## src/rtl/mem_arb_if.sv

```systemverilog
// Bundle of every handshake and bus signal around the memory arbiter.
// The "master" modport is the arbiter's view: it drives grants, responses
// and the shared memory bus. The "slave" modport is the view of the fetch
// unit, the IEU load/store path and the memory subsystem.
interface mem_arb_if #(
  parameter int XLEN = 32
);
  // fetch port
  logic              if_req;
  logic [XLEN-1:0]   if_addr;
  logic              if_gnt;
  logic              if_rvalid;
  logic [XLEN-1:0]   if_rdata;
  logic              if_err;
  // data port
  logic              d_req;
  logic              d_we;
  logic [XLEN-1:0]   d_addr;
  logic [XLEN-1:0]   d_wdata;
  logic [XLEN/8-1:0] d_be;
  logic              d_gnt;
  logic              d_rvalid;
  logic [XLEN-1:0]   d_rdata;
  logic              d_err;
  // shared memory bus
  logic              mem_req;
  logic              mem_we;
  logic [XLEN-1:0]   mem_addr;
  logic [XLEN-1:0]   mem_wdata;
  logic [XLEN/8-1:0] mem_be;
  logic              mem_ack;
  logic [XLEN-1:0]   mem_rdata;

  modport master (
    input  if_req, if_addr,
    output if_gnt, if_rvalid, if_rdata, if_err,
    input  d_req, d_we, d_addr, d_wdata, d_be,
    output d_gnt, d_rvalid, d_rdata, d_err,
    output mem_req, mem_we, mem_addr, mem_wdata, mem_be,
    input  mem_ack, mem_rdata
  );

  modport slave (
    output if_req, if_addr,
    input  if_gnt, if_rvalid, if_rdata, if_err,
    output d_req, d_we, d_addr, d_wdata, d_be,
    input  d_gnt, d_rvalid, d_rdata, d_err,
    input  mem_req, mem_we, mem_addr, mem_wdata, mem_be,
    output mem_ack, mem_rdata
  );
endinterface

```

## src/rtl/mem_arb.sv

```systemverilog
// Two-port memory arbiter: fetch and load/store share one memory bus.
// One transaction outstanding at a time; ties round-robin against the
// previous owner; a bounded wait turns a missing ack into an error response.
module mem_arb #(
  parameter int XLEN    = 32,
  parameter int TIMEOUT = 16
) (
  input  logic      clk,
  input  logic      rst_n,
  mem_arb_if.master bus
);
  localparam int BW = XLEN / 8;
  // Counter only ever needs to reach TIMEOUT-1; keep at least one bit so
  // TIMEOUT=0 (never time out) still elaborates.
  localparam int CW = (TIMEOUT > 0) ? $clog2(TIMEOUT + 1) : 1;
  localparam logic [CW-1:0] CNT_LAST = CW'((TIMEOUT > 0) ? TIMEOUT - 1 : 0);
  localparam logic OWN_IF = 1'b0;
  localparam logic OWN_D  = 1'b1;

  typedef enum logic {IDLE, BUSY} state_t;

  state_t          state_reg;
  logic            owner_reg;
  logic            last_reg;
  logic [CW-1:0]   cnt_reg;
  logic            mem_req_reg;
  logic            mem_we_reg;
  logic [XLEN-1:0] mem_addr_reg;
  logic [XLEN-1:0] mem_wdata_reg;
  logic [BW-1:0]   mem_be_reg;
  // Response registers indexed by owner (0 = fetch, 1 = data).
  logic [1:0]      rvalid_reg;
  logic [1:0]      err_reg;
  logic [XLEN-1:0] rdata_reg [2];

  logic            grant_if;
  logic            grant_d;
  logic            timeout_hit;

  // Grant decision: only in IDLE, ties go to the port not served last.
  always_comb begin
    grant_if = 1'b0;
    grant_d  = 1'b0;
    if (rst_n && state_reg == IDLE) begin
      grant_d  = bus.d_req  && (!bus.if_req || last_reg == OWN_IF);
      grant_if = bus.if_req && (!bus.d_req  || last_reg == OWN_D);
    end
  end

  // Last permitted BUSY cycle reached without an ack.
  always_comb begin
    timeout_hit = 1'b0;
    if (TIMEOUT > 0)
      timeout_hit = (cnt_reg == CNT_LAST);
  end

  // Transaction FSM with registered bus and response outputs.
  always_ff @(posedge clk or negedge rst_n) begin
    if (!rst_n) begin
      state_reg     <= IDLE;
      owner_reg     <= OWN_IF;
      last_reg      <= OWN_IF;
      cnt_reg       <= '0;
      mem_req_reg   <= 1'b0;
      mem_we_reg    <= 1'b0;
      mem_addr_reg  <= '0;
      mem_wdata_reg <= '0;
      mem_be_reg    <= '0;
      rvalid_reg    <= '0;
      err_reg       <= '0;
      rdata_reg[0]  <= '0;
      rdata_reg[1]  <= '0;
    end else begin
      rvalid_reg <= '0;
      case (state_reg)
        IDLE: begin
          if (grant_if || grant_d) begin
            state_reg   <= BUSY;
            mem_req_reg <= 1'b1;
            owner_reg   <= grant_d;
            last_reg    <= grant_d;
            cnt_reg     <= '0;
            if (grant_d) begin
              mem_we_reg    <= bus.d_we;
              mem_addr_reg  <= bus.d_addr;
              mem_wdata_reg <= bus.d_wdata;
              mem_be_reg    <= bus.d_be;
            end else begin
              // fetch is always a full-width read
              mem_we_reg    <= 1'b0;
              mem_addr_reg  <= bus.if_addr;
              mem_wdata_reg <= '0;
              mem_be_reg    <= '1;
            end
          end
        end
        BUSY: begin
          if (bus.mem_ack) begin
            state_reg             <= IDLE;
            mem_req_reg           <= 1'b0;
            rvalid_reg[owner_reg] <= 1'b1;
            err_reg[owner_reg]    <= 1'b0;
            rdata_reg[owner_reg]  <= mem_we_reg ? '0 : bus.mem_rdata;
          end else if (timeout_hit) begin
            state_reg             <= IDLE;
            mem_req_reg           <= 1'b0;
            rvalid_reg[owner_reg] <= 1'b1;
            err_reg[owner_reg]    <= 1'b1;
            rdata_reg[owner_reg]  <= '0;
          end else if (cnt_reg != '1) begin
            cnt_reg <= cnt_reg + 1'b1;
          end
        end
        default: state_reg <= IDLE;
      endcase
    end
  end

  assign bus.if_gnt    = grant_if;
  assign bus.d_gnt     = grant_d;
  assign bus.if_rvalid = rvalid_reg[0];
  assign bus.if_err    = err_reg[0];
  assign bus.if_rdata  = rdata_reg[0];
  assign bus.d_rvalid  = rvalid_reg[1];
  assign bus.d_err     = err_reg[1];
  assign bus.d_rdata   = rdata_reg[1];
  assign bus.mem_req   = mem_req_reg;
  assign bus.mem_we    = mem_we_reg;
  assign bus.mem_addr  = mem_addr_reg;
  assign bus.mem_wdata = mem_wdata_reg;
  assign bus.mem_be    = mem_be_reg;
endmodule
```

## src/flat_wrapper.sv

```systemverilog
// flat-port wrapper written by rule: the top's interface ports become plain ports
module mem_arb_flat 
#(
  parameter int XLEN    = 32,
  parameter int TIMEOUT = 16
)
  (clk, rst_n, bus_if_req, bus_if_addr, bus_if_gnt, bus_if_rvalid, bus_if_rdata, bus_if_err, bus_d_req, bus_d_we, bus_d_addr, bus_d_wdata, bus_d_be, bus_d_gnt, bus_d_rvalid, bus_d_rdata, bus_d_err, bus_mem_req, bus_mem_we, bus_mem_addr, bus_mem_wdata, bus_mem_be, bus_mem_ack, bus_mem_rdata);
  mem_arb_if #(.XLEN(XLEN)) bus_i ();
  input  logic clk;
  input  logic rst_n;
  input wire logic [$bits(bus_i.if_req)-1:0] bus_if_req;
  input wire logic [$bits(bus_i.if_addr)-1:0] bus_if_addr;
  output wire logic [$bits(bus_i.if_gnt)-1:0] bus_if_gnt;
  output wire logic [$bits(bus_i.if_rvalid)-1:0] bus_if_rvalid;
  output wire logic [$bits(bus_i.if_rdata)-1:0] bus_if_rdata;
  output wire logic [$bits(bus_i.if_err)-1:0] bus_if_err;
  input wire logic [$bits(bus_i.d_req)-1:0] bus_d_req;
  input wire logic [$bits(bus_i.d_we)-1:0] bus_d_we;
  input wire logic [$bits(bus_i.d_addr)-1:0] bus_d_addr;
  input wire logic [$bits(bus_i.d_wdata)-1:0] bus_d_wdata;
  input wire logic [$bits(bus_i.d_be)-1:0] bus_d_be;
  output wire logic [$bits(bus_i.d_gnt)-1:0] bus_d_gnt;
  output wire logic [$bits(bus_i.d_rvalid)-1:0] bus_d_rvalid;
  output wire logic [$bits(bus_i.d_rdata)-1:0] bus_d_rdata;
  output wire logic [$bits(bus_i.d_err)-1:0] bus_d_err;
  output wire logic [$bits(bus_i.mem_req)-1:0] bus_mem_req;
  output wire logic [$bits(bus_i.mem_we)-1:0] bus_mem_we;
  output wire logic [$bits(bus_i.mem_addr)-1:0] bus_mem_addr;
  output wire logic [$bits(bus_i.mem_wdata)-1:0] bus_mem_wdata;
  output wire logic [$bits(bus_i.mem_be)-1:0] bus_mem_be;
  input wire logic [$bits(bus_i.mem_ack)-1:0] bus_mem_ack;
  input wire logic [$bits(bus_i.mem_rdata)-1:0] bus_mem_rdata;
  assign bus_i.if_req = bus_if_req;
  assign bus_i.if_addr = bus_if_addr;
  assign bus_if_gnt = bus_i.if_gnt;
  assign bus_if_rvalid = bus_i.if_rvalid;
  assign bus_if_rdata = bus_i.if_rdata;
  assign bus_if_err = bus_i.if_err;
  assign bus_i.d_req = bus_d_req;
  assign bus_i.d_we = bus_d_we;
  assign bus_i.d_addr = bus_d_addr;
  assign bus_i.d_wdata = bus_d_wdata;
  assign bus_i.d_be = bus_d_be;
  assign bus_d_gnt = bus_i.d_gnt;
  assign bus_d_rvalid = bus_i.d_rvalid;
  assign bus_d_rdata = bus_i.d_rdata;
  assign bus_d_err = bus_i.d_err;
  assign bus_mem_req = bus_i.mem_req;
  assign bus_mem_we = bus_i.mem_we;
  assign bus_mem_addr = bus_i.mem_addr;
  assign bus_mem_wdata = bus_i.mem_wdata;
  assign bus_mem_be = bus_i.mem_be;
  assign bus_i.mem_ack = bus_mem_ack;
  assign bus_i.mem_rdata = bus_mem_rdata;
  mem_arb #(.XLEN(XLEN), .TIMEOUT(TIMEOUT)) u_core (.clk(clk), .rst_n(rst_n), .bus(bus_i));
endmodule
```

## config.mk

```make
export PLATFORM = sky130hd
export DESIGN_NAME = mem_arb_flat
export DESIGN_NICKNAME = d
export VERILOG_FILES = /design/src/rtl/mem_arb_if.sv /design/src/rtl/mem_arb.sv /design/src/flat_wrapper.sv
export SDC_FILE = /design/constraint.sdc
export NUM_CORES = 1
export LEC_CHECK = 0
export ABC_AREA = 0
export CAP_MARGIN = 20
export CORE_MARGIN = 1.5
export CORE_UTILIZATION = 40
export DETAILED_ROUTE_END_ITERATION = 16
export PLACE_DENSITY = 0.79
export SYNTH_ARGS = -nofsm -noshare
export SYNTH_HDL_FRONTEND = slang
export SYNTH_SLANG_ARGS = --single-unit
```

## constraint.sdc

```tcl
create_clock -name clk -period 3.3 [get_ports clk]
set_input_delay 0.66 -clock clk [delete_from_list [all_inputs] [get_ports clk]]
set_output_delay 0.66 -clock clk [all_outputs]
set_load 0.02 [all_outputs]
```

==> flow_summary.toml <==
[status]
status = "finished clean"

[placement]
gp_congestion = 0.819
dp_hpwl_mm = 12.8
port_buffers = 277

[setup_path]
cp.arrival_ns = 2.19
slowest_stage = "clkdlybuf4s50_1"
cp-end-kind = "primary output"
reg2reg_slack_ns = 1.07
critPathKind = "input port to primary output"
crit-reg2reg-capture = "u_core.cnt_reg[2]$_DFFE_PN0P_"
rr_worst_depth = 7
cp.depth = 5
crit_family = "buffers and inverters"
slowest_delay_ns = 0.61
start_kind = "input port"
cpMostUsedCell = "clkdlybuf4s50_1"
cp.required_ns = 2.64
worstPathCellList = "clkdlybuf4s50_1, nand3b_4, a21o_1, inv_4, clkdlybuf4s50_1"
worstPathMaxFanout = 3
crit_buf_inv = 3
startpoint = "bus_d_req"
r2r-start = "u_core.cnt_reg[0]$_DFFE_PN0P_"

[die]
die_w_microns = 123
io_pins = 278
fp.dieH_microns = 123
rows = 43
start_util_pct = 41.2
core_area_sq_um = 14000
die_area_sq_um = 15100

[clock_network]
clk_latency_ns = 0.42
postCtsSetupBuffers = 0
h-tree-depth = 4
root_buffer = "clkbuf_16"
clk_pin_slew_ns = 0.06
cts_resized = 0
hold_buffers = 0
cts_buffer_depth = 2
cts_tree = "yes"
cts_made_buffers = 17
cts_sinks = 145

[power]
peakVddDrop_v = 0.000370
power_frac_comb_pct = 39.3
p_leak_nw = 4.06
power_frac_clock_pct = 25.3
p_int_w = 0.00513
seqPwrFrac_pct = 35.5
powerDensity_nw_per_um2 = 841
p_sw_share_pct = 34.1
power_switching_w = 0.00265

[sta]
fin_skew_ns = 0.0111
hold_viol_final = 0
setup_tns_ns = 0
worstMarginPinSlew_ns = 0.921
grt_setup_unrepaired = "false"
finalCritPeriodShare_pct = 86.2
hold_ws_ns = 0.0458
min_period_ns = 2.85
slew_violations = 0
slew_headroom_pct = 38.6
max_freq_mhz = 351
setup_violations = 0

[synthesis]
synth_area_leaders = "dfrtp_1 (63%), a22o_1 (12%), a21oi_1 (4.1%), nand2_1 (4.0%), a21oi_2 (3.0%)"
synth_seq_cells = 145
syn_avg_cell_area_sq_um = 11.6
netlist_top_cells_count = "dfrtp_1 (145), a22o_1 (77), nand2_1 (62)"
synth_top_area_share_pct = 63.0
yosysMostFrequentCell = "dfrtp_1"
synth_flop_cell = "dfrtp_1"
synthCells = 496
yosysSeqAreaShare_pct = 63.0
synth_warnings = 0
yosys.area.top_type = "dfrtp_1"
mappedNetlistArea_sq_um = 5760
synthArstFlopShare_pct = 100
synth_edf_count = 0
synth.distinct_cells = 31
syn-num-nets = 638

[global_route]
grt_pass1_wl_mm = 27.5
grt_max_degree = 74
first_global_vias = 5152
antenna_found_initial = 0
grt_use_total_pct = 24.1
grt_overflow = 0

[drt]
drc = 0
routed_wl_mm = 18.1
ant_nets = 0
wl_per_cell_microns = 18.8
via_per_inst = 5.25
first_iter_violations = 254
vias = 5037
firstDrtPassIters = 4

[flow_run]
maxCapViolCount = 0

[hold_path]
hp-class = "input port to asynchronous set/reset pin"

[cells_and_area]
antenna_cells = 0
areaGrowthSynthToFinish_pct = 60.7
drive_gt1_share_pct = 8.86
final_nets = 908
cells by family after synthesis:
group | share of synthesized area [%]
AND/OR/NAND/NOR | 9.39
AO/OA/AOI/OAI | 22.2
adder cells (fa/ha/maj) | 0.869
multiplexers | 0.369
flip-flops | 63.0
buffers and inverters | 4.19
metal layers:
metal	global-route usage, %	part of all wire (%)
met5	0	0
met2	42.3	51
met3	9.32	9.8
met1	26.4	37
met4	8.76	2.3
worst max path at each step:
stage / end / slack [ns]
2_1_floorplan: bus_d_gnt / 1.29
3_3_place_gp: bus_d_gnt / 0.44
3_5_place_dp: bus_d_gnt / 0.45
4_1_cts: bus_d_gnt / 0.44
5_1_grt: bus_d_gnt / 0.40
6_report: bus_d_gnt / 0.45
power by group through the flow:
stage          clock network, W  logic [W]  registers [W]
2_1_floorplan                 0   0.000714        0.00345
3_3_place_gp                  0    0.00302        0.00274
6_report                0.00197    0.00305        0.00276
5_1_grt                 0.00208    0.00325        0.00283
4_1_cts                 0.00200    0.00309        0.00276
3_5_place_dp                  0    0.00306        0.00278
placed cells by master (no fill, tap or decap), drive strengths merged, types with 2 or more instances in the layout:
cell / n
clkinvlp: 5
nor2: 37
clkdlybuf4s50: 276
or2: 2
nand2b: 12
clkbuf: 20
dfrtp: 145
o22a: 4
o21ai: 27
a21boi: 2
nor2b: 2
a22o: 77
a21oi: 67
buf: 13
ha: 4
clkinv: 3
nand3: 3
inv: 7
nand2: 62
bufinv: 3
cell type report:
cell class | instances | area, sq um
Clock buffer | 20 | 447
Clock inverter | 12 | 159
Fill cell | 1063 | 4740
Inverter | 6 | 25.0
Multi-Input combinational cell | 307 | 1890
Sequential cell | 145 | 3630
Tap cell | 180 | 225
Timing Repair Buffer | 289 | 2880
stage by stage:
step | utilization (%) | area [sq um] | power, W | std cells | setup WS [ns]
final | 66.1 | 9250 | 0.00778 | 959 | 0.454
after global routing | 66.1 | 9250 | 0.00816 | 959 | 0.400
after detailed placement | 61.8 | 8650 | 0.00585 | 927 | 0.448
after CTS | 66.1 | 9250 | 0.00785 | 959 | 0.438
after global placement | 61.8 | 8650 | 0.00575 | 927 | 0.439
after floorplan | - | 5760 | 0.00416 | 496 | 1.29
Power figures use the tool's default switching activity.
